`config.mk`:
```
export PLATFORM = sky130hd
export DESIGN_NAME = mux_select_serializer
export DESIGN_NICKNAME = d
export VERILOG_FILES = /design/src/rtl/mux_select_serializer.sv
export SDC_FILE = /design/constraint.sdc
export NUM_CORES = 1
export LEC_CHECK = 0
export CAP_MARGIN = 20
export CELL_PAD_IN_SITES_DETAIL_PLACEMENT = 1
export CELL_PAD_IN_SITES_GLOBAL_PLACEMENT = 2
export CORE_AREA = 2 2 55 77
export CTS_CLUSTER_SIZE = 8
export DETAILED_ROUTE_END_ITERATION = 10
export DIE_AREA = 0 0 57 79
export MAX_ROUTING_LAYER = met4
export PLACE_DENSITY = 0.81
export REMOVE_ABC_BUFFERS = 1
export SYNTH_ARGS = -nofsm -noshare
export SYNTH_HDL_FRONTEND = slang
export SYNTH_SLANG_ARGS = --single-unit
```
`constraint.sdc`:
```
create_clock -name clk -period 3.1 [get_ports clk]
set_input_delay 0.465 -clock clk [delete_from_list [all_inputs] [get_ports clk]]
set_output_delay 0.465 -clock clk [all_outputs]
set_load 0.02 [all_outputs]
```
`src/rtl/mux_select_serializer.sv`:
```
// Word-to-serial sequencer: latches a WIDTH-bit word on a valid/ready handshake and
// walks a select counter across it, presenting one bit per accepted step.
module mux_select_serializer #(
  parameter int WIDTH     = 16,
  parameter int SEL_W     = 4,
  parameter int MSB_FIRST = 0
) (
  input  logic             clk,
  input  logic             reset,
  input  logic             load_valid,
  output logic             load_ready,
  input  logic [WIDTH-1:0] data_in,
  input  logic             step,
  output logic [SEL_W-1:0] sel,
  output logic             ser_out,
  output logic             ser_valid,
  output logic             last,
  output logic             busy
);

  typedef enum logic {
    ST_IDLE,
    ST_SHIFT
  } state_t;

  // WIDTH == 2**SEL_W, so the end index is simply the bitwise complement of the start.
  localparam logic [SEL_W-1:0] LP_START = (MSB_FIRST != 0) ? {SEL_W{1'b1}} : {SEL_W{1'b0}};
  localparam logic [SEL_W-1:0] LP_END   = ~LP_START;

  state_t           r_state;
  logic [WIDTH-1:0] r_word;
  logic [SEL_W-1:0] r_sel;
  logic             r_valid;
  logic             r_last;

  logic [SEL_W-1:0] w_sel_next;
  logic             w_done;
  logic             w_load;

  assign w_sel_next = (MSB_FIRST != 0) ? r_sel - SEL_W'(1) : r_sel + SEL_W'(1);
  assign w_done     = (r_state == ST_SHIFT) && r_last && step;
  // Ready depends on step combinationally so a new word can follow the last bit with no bubble.
  assign load_ready = !reset && ((r_state == ST_IDLE) || w_done);
  assign w_load     = load_valid && load_ready;

  // NOTE: every register here uses <= so all updates see the pre-edge values of r_sel/r_last.
  always_ff @(posedge clk) begin
    if (reset) begin
      r_state <= ST_IDLE;
      r_word  <= '0;
      r_sel   <= LP_START;
      r_valid <= 1'b0;
      r_last  <= 1'b0;
    end else if (w_load) begin
      r_state <= ST_SHIFT;
      r_word  <= data_in;
      r_sel   <= LP_START;
      r_valid <= 1'b1;
      r_last  <= (LP_START == LP_END);
    end else if (w_done) begin
      r_state <= ST_IDLE;
      r_valid <= 1'b0;
      r_last  <= 1'b0;
    end else if ((r_state == ST_SHIFT) && step) begin
      r_sel  <= w_sel_next;
      r_last <= (w_sel_next == LP_END);
    end
  end

  assign sel       = r_sel;
  assign ser_out   = r_word[r_sel];
  assign ser_valid = r_valid;
  assign last      = r_last;
  assign busy      = (r_state == ST_SHIFT);

endmodule

```
==> results of run 1 <==
-- through the flow --
stage	utilization, %	setup WS, ns	cells	total power, W
final	37.52	0.2265	187	0.0006766
after global routing	37.52	0.1244	187	0.0007149
after CTS	37.52	0.1930	187	0.0006854
after floorplan	-	1.011	109	0.0003626
after global placement	35.67	0.6238	183	0.0004144
after detailed placement	35.67	0.5198	183	0.0004191
-- cell type report --
cell class	count	area share (%)
timing repair buffer	31	20.95
inverter	3	0.7792
clock buffer	3	2.857
clock inverter	1	2.078
multi-input combinational	84	39.13
tap	43	3.723
sequential	22	30.48
-- Yosys cell counts, types with 2 or more instances --
| master | number | area, µm² |
|---|---|---|
| nor3_1 | 3 | 15.01 |
| ha_1 | 2 | 25.02 |
| buf_4 | 2 | 15.01 |
| xnor2_1 | 2 | 17.52 |
| o21ai_1 | 16 | 80.08 |
| nor2_1 | 4 | 15.01 |
| xor2_1 | 2 | 17.52 |
| nand2_1 | 18 | 67.56 |
| mux4_2 | 2 | 45.04 |
| buf_2 | 3 | 15.01 |
| inv_1 | 3 | 11.26 |
| nand2b_1 | 16 | 100.1 |
| nand3b_1 | 2 | 15.01 |
| mux2i_1 | 2 | 20.02 |
| dfxtp_1 | 22 | 440.4 |
| clkbuf_1 | 3 | 11.26 |
-- cells by family (layout without fill, tap and decap cells) --
kind of cell	Yosys count	in the layout	synth area share, %
xor gates and xnor gates	4	4	3.295
muxes	6	6	9.647
buffers and inverters	12	38	5.999
and+or+nand+nor	48	48	24.12
AOI/OAI and AO/OA	24	24	13.18
adders and majority gates	2	2	2.353
DFF	22	22	41.41
-- cell usage in the layout (no fill, tap or decap), types with 2 or more instances in the layout --
cell	Yosys	layout
nor2_1	4	4
xor2_1	2	2
nand3b_1	2	2
o21ai_1	16	16
buf_4	2	3
xnor2_1	2	2
clkdlybuf4s50_1	0	28
clkbuf_8	0	3
nand2_1	18	18
inv_1	3	3
nor3_1	3	3
ha_1	2	2
mux2i_1	2	2
mux4_2	2	2
dfxtp_1	22	22
nand2b_1	16	16
-- worst max-delay path: stages, from the launching register on --
cell and delay, ns:
dfxtp_1 0.58, mux4_2 0.57, and2_4 0.17, a211oi_2 0.20
a21oi_1 0.07, clkdlybuf4s50_1 0.55
-- power by group through the flow --
stage | sequential, W | combinational (W) | clock (W)
finish | 0.000314 | 0.0000984 | 0.000264
global route | 0.000316 | 0.000109 | 0.000290
global placement | 0.000319 | 0.0000951 | 0
detailed placement | 0.000320 | 0.0000987 | 0
floorplan | 0.000319 | 0.0000432 | 0
CTS | 0.000314 | 0.000100 | 0.000271
-- state kept, by name, indices dropped and copies added, names as in the netlist --
signal	flops
last	1
ser_valid	1
r_word	16
sel	4
-- per-layer routing --
layer | vias up | track usage (%)
met3 | 2 | 1.466
li1 | 450 | -
met1 | 424 | 13.29
met4 | 0 | 4.884
met5 | - | -
met2 | 16 | 24.48
-- worst paths after layout --
check	end	slack, ns
max	ser_out	0.23
min	r_word[10]	0.47
max reg2reg	r_word[14]	1.62
min reg2reg	r_word[10]	0.47
==> run metrics, run 1 <==
Setup Skew=slightly below 0.008 ns; Flop pwr share=a little under half; CTS H-tree lvls=1; Layout Area Growth over Synthesis=35.88%; Worst-path clk slew=~0.080 ns; worst ir drop on vdd=approximately 230 µV; routed wl met3=63 µm; Top FF cell, synth=dfxtp_1; R2R depth=5; warnings from Yosys=0; vias in the first global route=946; RR Startpoint=ser_valid; fraction of registers with async set/reset=0%; DRC=0; hold buffers post-CTS=0; Worst Tran Pin Value=approximately 0.45 ns; RSZ-0062 raised after global routing=no; die height=around 79 µm; root buf cell=clkbuf_8; routed wl met2=between 1000 and 1500 µm; MaxCap Viol Count=0; Sw Ratio=between 20 and 25%; Post-Syn Area per Cell=~9.0 µm²; startpoint types=flip-flop; I/O Pins=29; Leak=0.5106 nW; Post-synth EDFFs=0; n_diodes=0; Hold WC Path Type=flip-flop to flip-flop; DR pass1 iterations=4; largest net degree at the start of global routing=17; Register Area=approximately 440 µm²; Filler Cell Count=roughly 470; #FFs+latches synth=22; # rows=27; top layer used by detailed routing=met4; max-slew violations=0; Worst Hold Path Cells=2; total track usage=around an eighth; CTS sink cnt=22; DR vias=approximately 900; first-pass GRT wire length=around 4400 µm; Post-DP HPWL=around 2000 µm; area of the mapped netlist=1064 µm²; DRT iter0 DRCs=33; post-route ant nets=0; IO buf count=28; Comb power frac=approximately 14%; WS Path Type=flip-flop to output pin; period utilisation layout=92.69%; Initial Util=between 20 and 30%; setup TNS=0 ns; post-CTS setup buffer count=0; worst hold slack=0.4712 ns; Worst Path Arrival=between 2 and 2.5 ns; Critical Path Source=sel[0]; Vias/cell=between 4 and 5; Setup crit end kind=output pin; critical-path maximum fanout=10; area of the multi-input gates=between 500 and 600 µm²; share of post-route cells with drive strength above 1=a little under a tenth; CTS max path bufs=2; Post-Syn Instances=roughly 120; Die Area=around 4500 µm²; crit path time final=about 2.9 ns; Seq/Total Area, Yosys=approximately 41%; WL per Instance=between 10 and 15 µm; post-cts sizing count=0; finished layout cell area=roughly 1400 µm²; Final Hold Viols=0; total CTS buffers=3; Routed WL=2575 µm; status=finished clean; Clock Latency Late Sink=around 0.26 ns; TritonCTS clock tree=done; clock network power share=between 30% and 40%; power density over cell area=between 400 and 500 nW/µm²; HP Start=r_word[10]; relative slew slack=between 70% and 80%; initial antenna violation count=0; die span in x=about 57 µm; net switching power figure=approximately 0.00015 W; core area=3851 µm²; GPL Wtd Cong=0.7376; count of cell types in the netlist=32; nets=167; internal power=roughly 0.00053 W; Critical Path RT=2.63 ns; wl on met1=a little over 1000 µm; fmax=around 0.35 GHz; area post-placement=between 1000 and 1500 µm²; Final Setup Violations=0; GRT overflow=0
Note: power is estimated with default switching activity, not from simulation.
==> run 2: changes to the inputs <==
Settings changed: CAP_MARGIN 20 to not set.
==> results of run 2 <==
Same layout as run 1: the final DEF is identical, and so are final timing and power.
